--- src/rtl/mmio_pwm_pkg.sv ---
// Shared definitions for the memory-mapped PWM bank.
// Optional fade feature is selected with the MMIO_PWM_FADE_EN macro.
package mmio_pwm_pkg;

    localparam int unsigned WORD_W = 32;

    // Register offsets within the 256-byte window
    localparam logic [7:0] OFF_CTRL        = 8'h00;
    localparam logic [7:0] OFF_PRESCALE    = 8'h04;
    localparam logic [7:0] OFF_PERIOD      = 8'h08;
    localparam logic [7:0] OFF_STATUS      = 8'h0C;
    localparam logic [7:0] OFF_DUTY_BASE   = 8'h10;
    localparam logic [7:0] OFF_TARGET_BASE = 8'h40;

    // Load/store access sizes
    localparam logic [2:0] FUNCT3_B = 3'b000;
    localparam logic [2:0] FUNCT3_H = 3'b001;
    localparam logic [2:0] FUNCT3_W = 3'b010;

    // CTRL bit positions
    localparam int unsigned CTRL_ENABLE_BIT = 0;
    localparam int unsigned CTRL_FADE_BIT   = 1;

    // Store payload after lane steering: byte enables plus replicated data
    typedef struct packed {
        logic [3:0]        be;
        logic [WORD_W-1:0] data;
    } wr_lanes_t;

    // Steer right-aligned store data onto byte lanes; illegal alignments yield no enables
    function automatic wr_lanes_t steer_write(input logic [2:0] f3,
                                              input logic [1:0] lo,
                                              input logic [WORD_W-1:0] wd);
        wr_lanes_t r;
        r.be   = 4'b0000;
        r.data = wd;
        case (f3)
            FUNCT3_B: begin
                r.be   = 4'b0001 << lo;
                r.data = {4{wd[7:0]}};
            end
            FUNCT3_H: begin
                if (!lo[0]) begin
                    r.be = lo[1] ? 4'b1100 : 4'b0011;
                end
                r.data = {2{wd[15:0]}};
            end
            FUNCT3_W: begin
                if (lo == 2'b00) begin
                    r.be = 4'b1111;
                end
            end
            default: r.be = 4'b0000;
        endcase
        return r;
    endfunction

    // Merge enabled byte lanes into an existing register word
    function automatic logic [WORD_W-1:0] apply_lanes(input logic [WORD_W-1:0] old_val,
                                                      input wr_lanes_t w);
        logic [WORD_W-1:0] r;
        r = old_val;
        for (int b = 0; b < 4; b++) begin
            if (w.be[b]) begin
                r[8*b +: 8] = w.data[8*b +: 8];
            end
        end
        return r;
    endfunction

endpackage

--- src/rtl/mmio_pwm_bank_timebase.sv ---
// Prescaler and period counter shared by all PWM channels.
module pwm_timebase
    import mmio_pwm_pkg::*;
#(
    parameter int unsigned CNT_W = 16,
    parameter int unsigned PRE_W = 16
) (
    input  logic             clk,
    input  logic             reset,
    input  logic             enable,
    input  logic [PRE_W-1:0] prescale,
    input  logic [CNT_W-1:0] period_act,
    output logic             tick,
    output logic             wrap,
    output logic [CNT_W-1:0] count
);

    logic [PRE_W-1:0] pre_q, pre_d;
    logic [CNT_W-1:0] count_q, count_d;

    // Tick/wrap detection and counter advance; both counters parked at 0 when disabled.
    // >= on the prescaler keeps it from running away if PRESCALE is lowered mid-count.
    always_comb begin
        tick    = enable && (pre_q >= prescale);
        wrap    = tick && (count_q == period_act);
        pre_d   = pre_q;
        count_d = count_q;
        if (!enable) begin
            pre_d   = '0;
            count_d = '0;
        end else begin
            pre_d = tick ? '0 : pre_q + PRE_W'(1);
            if (tick) begin
                count_d = wrap ? '0 : count_q + CNT_W'(1);
            end
        end
    end

    // Counter state registers
    always_ff @(posedge clk) begin
        if (reset) begin
            pre_q   <= '0;
            count_q <= '0;
        end else begin
            pre_q   <= pre_d;
            count_q <= count_d;
        end
    end

    assign count = count_q;

endmodule

--- src/rtl/mmio_pwm_bank.sv ---
// Memory-mapped bank of NUM_CH shadowed PWM outputs on the load/store bus.
// Define MMIO_PWM_FADE_EN to add TARGET registers and CTRL.fade_en duty stepping.
module mmio_pwm_bank
    import mmio_pwm_pkg::*;
#(
    parameter int unsigned NUM_CH    = 4,
    parameter int unsigned CNT_W     = 16,
    parameter int unsigned PRE_W     = 16,
    parameter logic [31:0] BASE_ADDR = 32'hFFFF_FF00
) (
    input  logic              clk,
    input  logic              reset,
    input  logic              write_mem,
    input  logic [2:0]        funct3,
    input  logic [31:0]       write_address,
    input  logic [31:0]       write_data,
    input  logic [31:0]       read_address,
    output logic [31:0]       read_data,
    output logic [NUM_CH-1:0] pwm_out
);

    // Programmer-visible and active state
    logic             enable_q, enable_d;
    logic [PRE_W-1:0] prescale_q, prescale_d;
    logic [CNT_W-1:0] period_sh_q, period_sh_d;
    logic [CNT_W-1:0] period_act_q, period_act_d;
    logic [CNT_W-1:0] duty_sh_q  [NUM_CH];
    logic [CNT_W-1:0] duty_sh_d  [NUM_CH];
    logic [CNT_W-1:0] duty_act_q [NUM_CH];
    logic [CNT_W-1:0] duty_act_d [NUM_CH];
`ifdef MMIO_PWM_FADE_EN
    logic             fade_en_q, fade_en_d;
    logic [CNT_W-1:0] target_q [NUM_CH];
    logic [CNT_W-1:0] target_d [NUM_CH];
`endif
    logic [31:0]       read_data_q, read_data_d;
    logic [NUM_CH-1:0] pwm_q, pwm_d;

    // Timebase interface
    logic             tb_tick;
    logic             tb_wrap;
    logic [CNT_W-1:0] tb_count;

    // Bus decode
    wr_lanes_t   wr_c;
    logic        wr_hit_c;
    logic [7:0]  wr_off_c;
    logic [31:0] wr_word_c;
    logic        rd_hit_c;
    logic [7:0]  rd_off_c;
    logic        wrap_evt_c;
    logic        load_c;

    assign wr_c     = steer_write(funct3, write_address[1:0], write_data);
    assign wr_hit_c = write_mem && (write_address[31:8] == BASE_ADDR[31:8]) && (wr_c.be != 4'b0000);
    assign wr_off_c = {write_address[7:2], 2'b00};
    assign rd_hit_c = (read_address[31:8] == BASE_ADDR[31:8]);
    assign rd_off_c = read_address[7:0] & 8'hFC;

    // Current contents of the register at a word offset; unmapped offsets read 0
    function automatic logic [31:0] reg_value(input logic [7:0] off);
        logic [31:0] v;
        v = '0;
        if (off == OFF_CTRL) begin
            v[CTRL_ENABLE_BIT] = enable_q;
`ifdef MMIO_PWM_FADE_EN
            v[CTRL_FADE_BIT] = fade_en_q;
`endif
        end
        if (off == OFF_PRESCALE) v = 32'(prescale_q);
        if (off == OFF_PERIOD)   v = 32'(period_sh_q);
        if (off == OFF_STATUS)   v = 32'(tb_count);
        for (int i = 0; i < NUM_CH; i++) begin
            if (off == OFF_DUTY_BASE + 8'(4 * i)) v = 32'(duty_sh_q[i]);
`ifdef MMIO_PWM_FADE_EN
            if (off == OFF_TARGET_BASE + 8'(4 * i)) v = 32'(target_q[i]);
`endif
        end
        return v;
    endfunction

    // Read-modify-write word for stores and registered read mux (pre-write values)
    always_comb begin
        wr_word_c   = apply_lanes(reg_value(wr_off_c), wr_c);
        read_data_d = rd_hit_c ? reg_value(rd_off_c) : '0;
    end

    // Register file writes; bits beyond each register's width are dropped
    always_comb begin
        enable_d    = enable_q;
        prescale_d  = prescale_q;
        period_sh_d = period_sh_q;
        for (int i = 0; i < NUM_CH; i++) begin
            duty_sh_d[i] = duty_sh_q[i];
        end
`ifdef MMIO_PWM_FADE_EN
        fade_en_d = fade_en_q;
        for (int i = 0; i < NUM_CH; i++) begin
            target_d[i] = target_q[i];
        end
`endif
        if (wr_hit_c) begin
            if (wr_off_c == OFF_CTRL) begin
                enable_d = wr_word_c[CTRL_ENABLE_BIT];
`ifdef MMIO_PWM_FADE_EN
                fade_en_d = wr_word_c[CTRL_FADE_BIT];
`endif
            end
            if (wr_off_c == OFF_PRESCALE) prescale_d  = wr_word_c[PRE_W-1:0];
            if (wr_off_c == OFF_PERIOD)   period_sh_d = wr_word_c[CNT_W-1:0];
            for (int i = 0; i < NUM_CH; i++) begin
                if (wr_off_c == OFF_DUTY_BASE + 8'(4 * i)) duty_sh_d[i] = wr_word_c[CNT_W-1:0];
`ifdef MMIO_PWM_FADE_EN
                if (wr_off_c == OFF_TARGET_BASE + 8'(4 * i)) target_d[i] = wr_word_c[CNT_W-1:0];
`endif
            end
        end
    end

    // Shadow-to-active transfer: at period end, or continuously while disabled
    always_comb begin
        wrap_evt_c   = tb_wrap && tb_tick;
        load_c       = !enable_q || wrap_evt_c;
        period_act_d = load_c ? period_sh_q : period_act_q;
        for (int i = 0; i < NUM_CH; i++) begin
            duty_act_d[i] = duty_act_q[i];
`ifdef MMIO_PWM_FADE_EN
            if (fade_en_q) begin
                if (wrap_evt_c && (duty_act_q[i] < target_q[i])) begin
                    duty_act_d[i] = duty_act_q[i] + CNT_W'(1);
                end else if (wrap_evt_c && (duty_act_q[i] > target_q[i])) begin
                    duty_act_d[i] = duty_act_q[i] - CNT_W'(1);
                end
            end else if (load_c) begin
                duty_act_d[i] = duty_sh_q[i];
            end
`else
            if (load_c) begin
                duty_act_d[i] = duty_sh_q[i];
            end
`endif
        end
    end

    // Channel compare against the live count
    always_comb begin
        pwm_d = '0;
        for (int i = 0; i < NUM_CH; i++) begin
            pwm_d[i] = enable_q && (tb_count < duty_act_q[i]);
        end
    end

    // State registers; reset wins over any in-flight store
    always_ff @(posedge clk) begin
        if (reset) begin
            enable_q     <= 1'b0;
            prescale_q   <= '0;
            period_sh_q  <= '0;
            period_act_q <= '0;
            for (int i = 0; i < NUM_CH; i++) begin
                duty_sh_q[i]  <= '0;
                duty_act_q[i] <= '0;
            end
`ifdef MMIO_PWM_FADE_EN
            fade_en_q <= 1'b0;
            for (int i = 0; i < NUM_CH; i++) begin
                target_q[i] <= '0;
            end
`endif
            read_data_q <= '0;
            pwm_q       <= '0;
        end else begin
            enable_q     <= enable_d;
            prescale_q   <= prescale_d;
            period_sh_q  <= period_sh_d;
            period_act_q <= period_act_d;
            for (int i = 0; i < NUM_CH; i++) begin
                duty_sh_q[i]  <= duty_sh_d[i];
                duty_act_q[i] <= duty_act_d[i];
            end
`ifdef MMIO_PWM_FADE_EN
            fade_en_q <= fade_en_d;
            for (int i = 0; i < NUM_CH; i++) begin
                target_q[i] <= target_d[i];
            end
`endif
            read_data_q <= read_data_d;
            pwm_q       <= pwm_d;
        end
    end

    pwm_timebase #(
        .CNT_W (CNT_W),
        .PRE_W (PRE_W)
    ) u_timebase (
        .clk        (clk),
        .reset      (reset),
        .enable     (enable_q),
        .prescale   (prescale_q),
        .period_act (period_act_q),
        .tick       (tb_tick),
        .wrap       (tb_wrap),
        .count      (tb_count)
    );

    assign read_data = read_data_q;
    assign pwm_out   = pwm_q;

endmodule

--- config.mk ---
export PLATFORM = sky130hd
export DESIGN_NAME = mmio_pwm_bank
export DESIGN_NICKNAME = d
export VERILOG_FILES = /design/src/rtl/mmio_pwm_pkg.sv /design/src/rtl/mmio_pwm_bank_timebase.sv /design/src/rtl/mmio_pwm_bank.sv
export SDC_FILE = /design/constraint.sdc
export NUM_CORES = 1
export LEC_CHECK = 0
export CORE_UTILIZATION = 35
export DETAILED_ROUTE_END_ITERATION = 10
export DONT_BUFFER_PORTS = 1
export PLACE_DENSITY = 0.48
export SKIP_CTS_REPAIR_TIMING = 1
export SYNTH_ARGS = -nofsm -noshare
export SYNTH_HDL_FRONTEND = slang
export SYNTH_SLANG_ARGS = --single-unit
--- constraint.sdc ---
create_clock -name clk -period 3.65 [get_ports clk]
set_input_delay 0.5475 -clock clk [delete_from_list [all_inputs] [get_ports clk]]
set_output_delay 0.5475 -clock clk [all_outputs]
set_load 0.05 [all_outputs]
==> impl_metrics.ini <==
[outcome]
status = complete, but fails checks
violations = design-rule violations

[yosys]
yosys_warnings = 0
synth_top_family_by_area = simple AND/OR/NAND/NOR gates
syn_area_sq_mm = 0.0128
synth_compound_gate_area_share = 0.171
avgSynthCellArea_sq_um = 8.61
synth_xor_xnor_area_share = 0.0212
async_reset_ff_frac = 0
synthAdderAreaFrac = 0.0761
synth-seq-cells = 229
synth_cells = 1490
yosysSeqAreaShare = 0.357
synth_edf_count = 0
synth.mux.area_fraction = 0.122
synth-simple-area-share = 0.187
synth.distinct_cells = 70
synthFlopType = dfxtp_1

[critical_path]
required_ns = 4.06
path_cells = xor2_1 -> nor4_1 -> nand4_1 -> o21a_4 -> buf_4 -> mux2i_1
path_class = reg -> reg
start_kind = register
slowest_stage = dfxtp_1
crit_path_end_kind = register
slowest_delay_ns = 0.81
worst_ep_arrival_time_ns = 3.24
critPathMaxFanout = 16

[floorplanning]
ioPinCount = 138
num_rows = 69
die_h_microns = 193
die_w_microns = 193
core_sq_mm = 0.0358
initial_core_util = 0.358
die-area_sq_mm = 0.0374

[timing]
period_needed_ns = 2.83
hold_violations = 0
setup_viol = 0
drv_slew = 0
timing.final.ws_setup_ns = 0.822
period_share = 0.775
rsz0062_at_grt = false
max_freq_mhz = 354
maxSlewHeadroom = 0.373
finClkSkew_ns = 0.0338
tightestPinTransition_ns = 0.936
tns_ns = 0

[drt]
routed_wl_microns = 42400
via_count = 10800
drt-pass1-iter-count = 10
drc_errors = 4
wl_per_cell_microns = 21.7
vias_per_cell = 5.53
drtAntennaViolNets = 0
drt-initial-drc-count = 794

[cells_and_area]
nNetsFinal = 1652
fill_cells = 3609
diodes = 0
post-route-util = 0.400
area_growth_pct = 11.8
drive_gt1_frac = 0.0952

[cts]
cts_buffers = 28
cts_root_buffer = clkbuf_16
cts.path.max_buffers = 3
insertion_delay_ns = 0.57
cts_tree = done
clk_pin_slew_worst_paths_ns = 0.06
h-tree-depth = 1
cts_sinks = 229

[placement]
pre_cts_slack_ns = 0.770
dpl.hpwl_microns = 31700
gp_congestion = 0.851
portBuffers = 0

[power]
power_frac_comb = 0.030
p_seq_frac = 0.435
pwr-share-clk = 0.534
power.density_mw_per_mm2 = 400
leakage_uw = 0.00500
switching_share = 0.222
p_int_uw = 4470
max-vdd-ir-drop_mv = 0.342
p_sw_uw = 1270
power_uw = 5740

[grt]
grt_max_degree = 115
grt_pass1_vias = 10300
grt_overflow_total = 0
track_usage = 0.222
grt_pass1_wl_microns = 63600
antenna_found_initial = 0

[run]
cap_violations = 0

[hold_path]
hp-class = in -> reg
## final timing paths
path | startpoint | endpoint | slack (ns) | cells after the start
hold / removal | reset | period_sh_q[12] | 0.05 | 1
setup / recovery | u_timebase.count[1] | period_act_q[13] | 0.82 | 6
hold reg to reg | u_timebase.pre_q[0] | u_timebase.pre_q[0] | 0.45 | 1
setup reg to reg | u_timebase.count[1] | period_act_q[13] | 0.82 | 6
## cell families (layout without fill, tap and decap cells)
logic type	Yosys count	count (layout)
and+or+nand+nor	519	519
AOI/OAI and AO/OA	300	300
DFF	229	229
buffers and inverters	190	177
muxes	142	142
adders and majority gates	78	78
xor gates and xnor gates	31	31
other	1	16
## area by class of cell
cell class,instances,area (sq um),share of cell area
clock buffers,38,788,0.0550
clock inverters,12,228,0.0159
inverters,83,317,0.0221
multi-input cells,1086,7470,0.521
repair buffers,44,368,0.0257
flip-flops and latches,229,4580,0.320
well taps,461,577,0.0402
## power groups by stage
stage                     clock (uW)  sequential (uW)  combinational, uW
after detailed placement           0             2550                171
after CTS                       3130             2500                171
after floorplan                    0             2550                166
after global routing            3250             2500                181
after global placement             0             2550                171
final                           3070             2500                173
## critical path, delay by kind of cell (launching register included)
kind / cells / cell delay, ns
buffers and inverters: 1 / 0.24
xor gates and xnor gates: 1 / 0.17
muxes: 1 / 0.15
AOI/OAI and AO/OA: 1 / 0.39
and+or+nand+nor: 2 / 0.93
DFF: 1 / 0.81
## stage by stage
step | area, sq um | hold slack (ns) | std cells
2_1_floorplan | 12900 | 0.425 | 1505
3_3_place_gp | 13300 | 0.444 | 1903
3_5_place_dp | 13300 | 0.444 | 1903
4_1_cts | 14300 | 0.0284 | 1953
5_1_grt | 14300 | 0.0290 | 1953
6_report | 14300 | 0.0499 | 1953
## metal layers
metal | vias up | GRT usage | share of wire
met4 | 0 | 0.0741 | 0.032
met2 | 343 | 0.375 | 0.47
li1 | 5282 | - | -
met1 | 5108 | 0.289 | 0.44
met5 | - | 0 | 0
met3 | 67 | 0.0343 | 0.056
## layout by cell type, fill, tap and decap left out, types with 10 or more instances in the layout
cell type,instances
ha_1,78
a21o_1,34
a22o_1,15
o21ai_0,53
a22oi_1,36
dfxtp_1,229
mux2i_1,121
a222oi_1,11
a211oi_1,21
mux4_2,10
nand4_1,28
conb_1,16
mux2_2,11
nand3_1,34
inv_1,82
xor2_1,30
o221ai_1,43
a21oi_1,44
buf_4,41
nor3_1,17
nand2_1,276
clkbuf_16,28
nor2_1,87
## flip-flops by register name, indices dropped and copies added, names as in the netlist
register,cells
pwm_out,4
period_sh_q,16
u_timebase.pre_q,16
prescale_q,16
duty_sh_q,64
period_act_q,16
duty_act_q,64
u_timebase.count,16
read_data,16
enable_q,1
## Yosys cell counts (3+ instances only)
| cell | count | area (sq um) |
|---|---|---|
| a211oi_2 | 6 | 75.1 |
| a21oi_1 | 44 | 220 |
| o22ai_1 | 4 | 25.0 |
| o21a_1 | 3 | 22.5 |
| o221ai_1 | 43 | 377 |
| buf_2 | 30 | 150 |
| a211oi_1 | 21 | 158 |
| o311ai_0 | 4 | 35.0 |
| dfxtp_1 | 229 | 4580 |
| nand4_1 | 28 | 175 |
| nor3_1 | 17 | 85.1 |
| mux2_2 | 11 | 124 |
| a22o_1 | 15 | 131 |
| nor2_1 | 87 | 327 |
| buf_6 | 3 | 33.8 |
| a21o_1 | 34 | 255 |
| buf_4 | 20 | 150 |
| nor2b_1 | 6 | 37.5 |
| a22oi_1 | 36 | 270 |
| ha_1 | 78 | 976 |
| or3_1 | 9 | 56.3 |
| mux2i_1 | 121 | 1210 |
| xor2_1 | 30 | 263 |
| o21ai_0 | 53 | 265 |
| a2111oi_0 | 3 | 26.3 |
| nand3_1 | 34 | 170 |
| or4_1 | 8 | 60.1 |
| mux4_2 | 10 | 225 |
| and2_1 | 4 | 25.0 |
| clkbuf_1 | 52 | 195 |
| inv_1 | 83 | 312 |
| o211ai_1 | 3 | 22.5 |
| o31ai_1 | 6 | 45.0 |
| a222oi_1 | 11 | 110 |
| nand2b_1 | 8 | 50.1 |
| and3_1 | 9 | 56.3 |
| nor4_1 | 9 | 56.3 |
| nand2_1 | 276 | 1040 |
No activity file was read; power rests on OpenSTA's default activity.
